$ cat src/rtl/step_clock_controller_pkg.sv
// Shared constants for the step clock controller: FSM state encodings and counter width.
package step_clock_controller_pkg;

    typedef enum logic [1:0] {
        ST_PAUSED  = 2'd0,
        ST_RUNNING = 2'd1,
        ST_HALTED  = 2'd2,
        ST_INVALID = 2'd3
    } state_e;

    localparam int unsigned STEP_COUNT_W = 16;

endpackage

$ cat src/rtl/step_clock_controller_button_debouncer.sv
// Button conditioning: 2-flop synchronizer, stable-level debounce, registered press pulse.
module button_debouncer #(
    parameter int unsigned DEBOUNCE_CYCLES = 200_000
) (
    input  logic clk_i,
    input  logic rst_i,
    input  logic btn_i,
    output logic press_o
);

    localparam int unsigned CNT_W = (DEBOUNCE_CYCLES > 1) ? $clog2(DEBOUNCE_CYCLES) : 1;
    localparam logic [CNT_W-1:0] CNT_MAX = CNT_W'(DEBOUNCE_CYCLES - 1);

    logic             sync1_q;
    logic             sync2_q;
    logic [CNT_W-1:0] cnt_q;
    logic [CNT_W-1:0] cnt_d;
    logic             level_q;
    logic             level_d;
    logic             press_q;
    logic             press_d;

    // Counter only advances while the synced level disagrees with the accepted level.
    always_comb begin
        cnt_d   = '0;
        level_d = level_q;
        if (sync2_q != level_q) begin
            if (cnt_q == CNT_MAX) begin
                level_d = sync2_q;
            end else begin
                cnt_d = cnt_q + 1'b1;
            end
        end
        press_d = level_d & ~level_q;
    end

    always_ff @(posedge clk_i) begin
        if (rst_i) begin
            sync1_q <= 1'b0;
            sync2_q <= 1'b0;
            cnt_q   <= '0;
            level_q <= 1'b0;
            press_q <= 1'b0;
        end else begin
            sync1_q <= btn_i;
            sync2_q <= sync1_q;
            cnt_q   <= cnt_d;
            level_q <= level_d;
            press_q <= press_d;
        end
    end

    assign press_o = press_q;

endmodule

$ cat src/rtl/step_clock_controller.sv
// CPU clock-enable sequencer: paused / single-step / free-run / halted, driven by debounced buttons.
module step_clock_controller
    import step_clock_controller_pkg::*;
#(
    parameter int unsigned DEBOUNCE_CYCLES = 200_000,
    parameter int unsigned RUN_DIV         = 1_200_000
) (
    input  logic                    clk,
    input  logic                    reset,
    input  logic                    btn_step,
    input  logic                    btn_run,
    input  logic                    cpu_halt,
    output logic                    cpu_clk_en,
    output logic                    running,
    output logic                    halted,
    output logic [STEP_COUNT_W-1:0] step_count
);

    localparam int unsigned DIV_W = (RUN_DIV > 1) ? $clog2(RUN_DIV) : 1;
    localparam logic [DIV_W-1:0] DIV_MAX = DIV_W'(RUN_DIV - 1);

    state_e                  state_q;
    state_e                  state_d;
    logic [DIV_W-1:0]        div_q;
    logic [DIV_W-1:0]        div_d;
    logic                    en_q;
    logic                    en_d;
    logic                    running_q;
    logic                    running_d;
    logic                    halted_q;
    logic                    halted_d;
    logic [STEP_COUNT_W-1:0] count_q;
    logic [STEP_COUNT_W-1:0] count_d;
    logic                    step_press;
    logic                    run_press;

    button_debouncer #(
        .DEBOUNCE_CYCLES(DEBOUNCE_CYCLES)
    ) u_step_btn (
        .clk_i  (clk),
        .rst_i  (reset),
        .btn_i  (btn_step),
        .press_o(step_press)
    );

    button_debouncer #(
        .DEBOUNCE_CYCLES(DEBOUNCE_CYCLES)
    ) u_run_btn (
        .clk_i  (clk),
        .rst_i  (reset),
        .btn_i  (btn_run),
        .press_o(run_press)
    );

    always_ff @(posedge clk) begin
        if (reset) begin
            state_q <= ST_PAUSED;
            div_q   <= '0;
        end else begin
            state_q <= state_d;
            div_q   <= div_d;
        end
    end

    // Divider defaults to zero, so any entry into RUNNING starts a fresh period.
    always_comb begin
        state_d = state_q;
        div_d   = '0;
        case (state_q)
            ST_PAUSED: begin
                if (cpu_halt)       state_d = ST_HALTED;
                else if (run_press) state_d = ST_RUNNING;
            end
            ST_RUNNING: begin
                if (cpu_halt)       state_d = ST_HALTED;
                else if (run_press) state_d = ST_PAUSED;
                else                div_d   = (div_q == DIV_MAX) ? '0 : div_q + 1'b1;
            end
            ST_HALTED: state_d = ST_HALTED;
            default:   state_d = ST_PAUSED;
        endcase
    end

    always_comb begin
        en_d = 1'b0;
        case (state_q)
            ST_PAUSED:  en_d = step_press & ~run_press & ~cpu_halt;
            ST_RUNNING: en_d = (div_q == DIV_MAX) & ~run_press & ~cpu_halt;
            default:    en_d = 1'b0;
        endcase
        running_d = (state_d == ST_RUNNING);
        halted_d  = (state_d == ST_HALTED);
        count_d   = en_q ? count_q + 1'b1 : count_q;
    end

    always_ff @(posedge clk) begin
        if (reset) begin
            en_q      <= 1'b0;
            running_q <= 1'b0;
            halted_q  <= 1'b0;
            count_q   <= '0;
        end else begin
            en_q      <= en_d;
            running_q <= running_d;
            halted_q  <= halted_d;
            count_q   <= count_d;
        end
    end

    assign cpu_clk_en = en_q;
    assign running    = running_q;
    assign halted     = halted_q;
    assign step_count = count_q;

endmodule
$ cat config.mk
export PLATFORM = sky130hd
export DESIGN_NAME = step_clock_controller
export DESIGN_NICKNAME = d
export VERILOG_FILES = /design/src/rtl/step_clock_controller_pkg.sv /design/src/rtl/step_clock_controller_button_debouncer.sv /design/src/rtl/step_clock_controller.sv
export SDC_FILE = /design/constraint.sdc
export NUM_CORES = 1
export LEC_CHECK = 0
export CORE_MARGIN = 4
export CORE_UTILIZATION = 50
export CTS_CLUSTER_SIZE = 16
export DETAILED_ROUTE_END_ITERATION = 10
export PLACE_DENSITY = 0.69
export SYNTH_ARGS = -nofsm -noshare
export SYNTH_HDL_FRONTEND = slang
export SYNTH_SLANG_ARGS = --single-unit
$ cat constraint.sdc
create_clock -name clk -period 4.6 [get_ports clk]
set_clock_uncertainty 0.2 [all_clocks]
set_input_delay 0.92 -clock clk [delete_from_list [all_inputs] [get_ports clk]]
set_output_delay 0.92 -clock clk [all_outputs]
set_load 0.02 [all_outputs]
==> impl_metrics.yaml <==
outcome:
  status: "finished clean"
setup_path:
  crit_slowest_cell: "clkdlybuf4s50_1"
  critical_path_class: "reg2out"
  worstPathArrival_ns: 1.49
  required_ns: 3.48
  cp_cell_sequence: "clkdlybuf4s50_1"
  start_kind: "register"
  path_delay_family: "buffers and inverters"
  cp.buffers_inverters: 1
  max_stage_delay_ns: 0.66
  worstPathMaxFanout: 8
  crit_path_end_kind: "output port"
cts:
  cts_setup_buffers: 0
  cts_buffers: 9
  post_cts_resized: 0
  clockBufferDepth: 2
  hold_buffers: 0
  clk_pin_slew_ns: 0.08
  ctsRootBufferMaster: "clkbuf_8"
  clock-sinks: 85
  cts_tree: "done"
  h-tree-depth: 3
  insertion_delay_ns: 0.34
floorplan:
  ios: 24
  die_h_um: 94.65
  fp-row-count: 31
  initial_utilization_pct: 51.48
  core_um2: 7292
  fp.dieW_um: 94.65
  die-area_um2: 8958
placement:
  place_area_um2: 4029
  portBuffers: 23
  dpl.hpwl_mm: 4.689
  gp_congestion: 0.8228
synthesis:
  synth_mux_area_share_pct: 1.433
  netlist_area_um2: 3754
  synth_xor_area_share_pct: 12.83
  syn-mean-instance-area_um2: 8.853
  synth_compound_area_share_pct: 5.167
  syn_nets: 433
  yosys.area_share.simple_pct: 30.50
  synth-main-ff-cell: "dfxtp_1"
  synthArstFlopShare_pct: 0
  synth_top_family_by_area: "simple AND/OR/NAND/NOR gates"
  ys_warn_count: 0
  synth_cell_types: 44
  ys_ff_latch: 85
  synth_cells: 424
  synth-edff-count: 0
  synthAdderAreaFrac_pct: 1.333
  yosysSeqAreaShare_pct: 45.33
power:
  p_switching_w: 0.0002600
  combPwrFrac_pct: 1.4
  p_sw_share_pct: 20.47
  p_total_w: 0.001270
  power_density_nw_per_um2: 300.8
  internal-power_w: 0.001010
  power_frac_seq_pct: 58.3
  p_leak_nw: 1.267
  clkPwrFrac_pct: 40.3
  peakVddDrop_uv: 188.8
grt:
  antenna_found_initial: 0
  grt.total_usage_pct: 16.50
  grt_pass1_vias: 2783
  grt_overflow_total: 0
  grt_max_degree: 29
  grt_first_pass_wirelength_mm: 12.05
routing:
  post_drt_via_cell_ratio: 5.390
  dr.pass1.iters: 4
  drc: 0
  route.vias.total: 2943
  drt_iter0_drc: 139
  wirelength_mm: 6.816
  antenna_left: 0
  wl_per_cell_um: 12.48
sta:
  slew_violations: 0
  finalCritPeriodShare_pct: 56.79
  grt_setup_unrepaired: "no"
  finalSetupViolCount: 0
  hold_slack_ns: 0.2406
  finalSetupTns_ns: 0
  hold_viol_final: 0
  finalCriticalPeriod_ns: 2.613
  worstMarginPinSlew_ns: 1.125
  fmax_mhz: 382.8
  slew_headroom_pct: 24.52
cells_and_area:
  final_net_count: 451
  seqCellArea_um2: 1702
  multiInputGateArea_um2: 1924
  drive_gt1_share_pct: 5.593
  final_area_um2: 4222
  mostFrequentLayoutCells: "dfxtp_1, nor2_1, xnor2_1"
  n_fill_cell: 691
  syn_to_final_growth_pct: 12.47
  final_common_cell: "dfxtp_1"
  final_core_util_pct: 57.89
  antenna_cells: 0
flow_run:
  cap_violations: 0
hold_path:
  worstHoldPathType: "reg2reg"
[cell type report]
class,instances,area share (%)
repair buffers,24,5.631
well taps,99,2.934
multi-input cells,311,45.58
inverters,11,0.9781
flip-flops and latches,85,40.31
clock inverters,4,1.126
clock buffers,12,3.438
[synth_stat cells (8+ instances only)]
cell type / instances / area share (%)
nor3_1: 10 / 1.3
nor2b_1: 9 / 1.5
nand3_1: 24 / 3.2
nor4_1: 17 / 2.8
xor2_1: 18 / 4.2
clkbuf_1: 10 / 1.0
xnor2_1: 37 / 8.6
nand4_1: 23 / 3.8
nor2_1: 74 / 7.4
and3_1: 8 / 1.3
dfxtp_1: 85 / 45
a21oi_1: 11 / 1.5
inv_1: 11 / 1.1
nand2_1: 16 / 1.6
or3_1: 9 / 1.5
o21ai_0: 8 / 1.1
[state kept, by name (all words and copies together), names as in the netlist, 2 cells and up]
name,count
u_run_btn.cnt_q,18
u_step_btn.cnt_q,18
div_q,21
step_count,16
state_q,2
[kinds of logic (layout without fill, tap and decap cells)]
| logic type | Yosys count | after routing |
|---|---|---|
| adder cells (fa/ha/maj) | 4 | 4 |
| flip-flops | 85 | 85 |
| XOR/XNOR | 55 | 55 |
| buffers and inverters | 28 | 51 |
| multiplexers | 5 | 5 |
| AO/OA/AOI/OAI | 30 | 30 |
| AND/OR/NAND/NOR | 217 | 217 |
[routing by layer]
layer	vias to the layer above	track usage [%]	wire, um
met5	-	0	0
met2	50	24.72	3028
li1	1517	-	-
met4	0	7.091	119
met3	14	4.303	249
met1	1362	22.40	3419
[per-stage QoR]
step / setup slack [ns] / instances
2_1_floorplan: 2.509 / 424
3_3_place_gp: 1.918 / 530
3_5_place_dp: 1.865 / 530
4_1_cts: 1.953 / 546
5_1_grt: 1.763 / 546
6_report: 1.987 / 546
[worst reg2reg max path, cell delays in order (launching register included)]
cell     delay, ns
dfxtp_1       0.40
nand3_1       0.39
or2_2         0.46
o21ai_1       0.88
nor2_1        0.11
[power by group through the flow]
stage | Combinational, W | Sequential, W | Clock, W
3_3_place_gp | 0.0000172 | 0.000757 | 0
6_report | 0.0000173 | 0.000740 | 0.000512
2_1_floorplan | 0.00000938 | 0.000758 | 0
3_5_place_dp | 0.0000176 | 0.000758 | 0
5_1_grt | 0.0000191 | 0.000741 | 0.000560
4_1_cts | 0.0000178 | 0.000740 | 0.000527
[path summary, 6_finish.rpt]
check,startpoint,end,slack (ns),cells after the start
min reg2reg,u_run_btn.sync1_q,u_run_btn.sync2_q,0.24,1
max reg2reg,u_run_btn.cnt_q[2],u_run_btn.cnt_q[3],2.00,4
max,cpu_clk_en,cpu_clk_en,1.99,1
min,u_run_btn.sync1_q,u_run_btn.sync2_q,0.24,1
(Power assumes the default switching activity.)
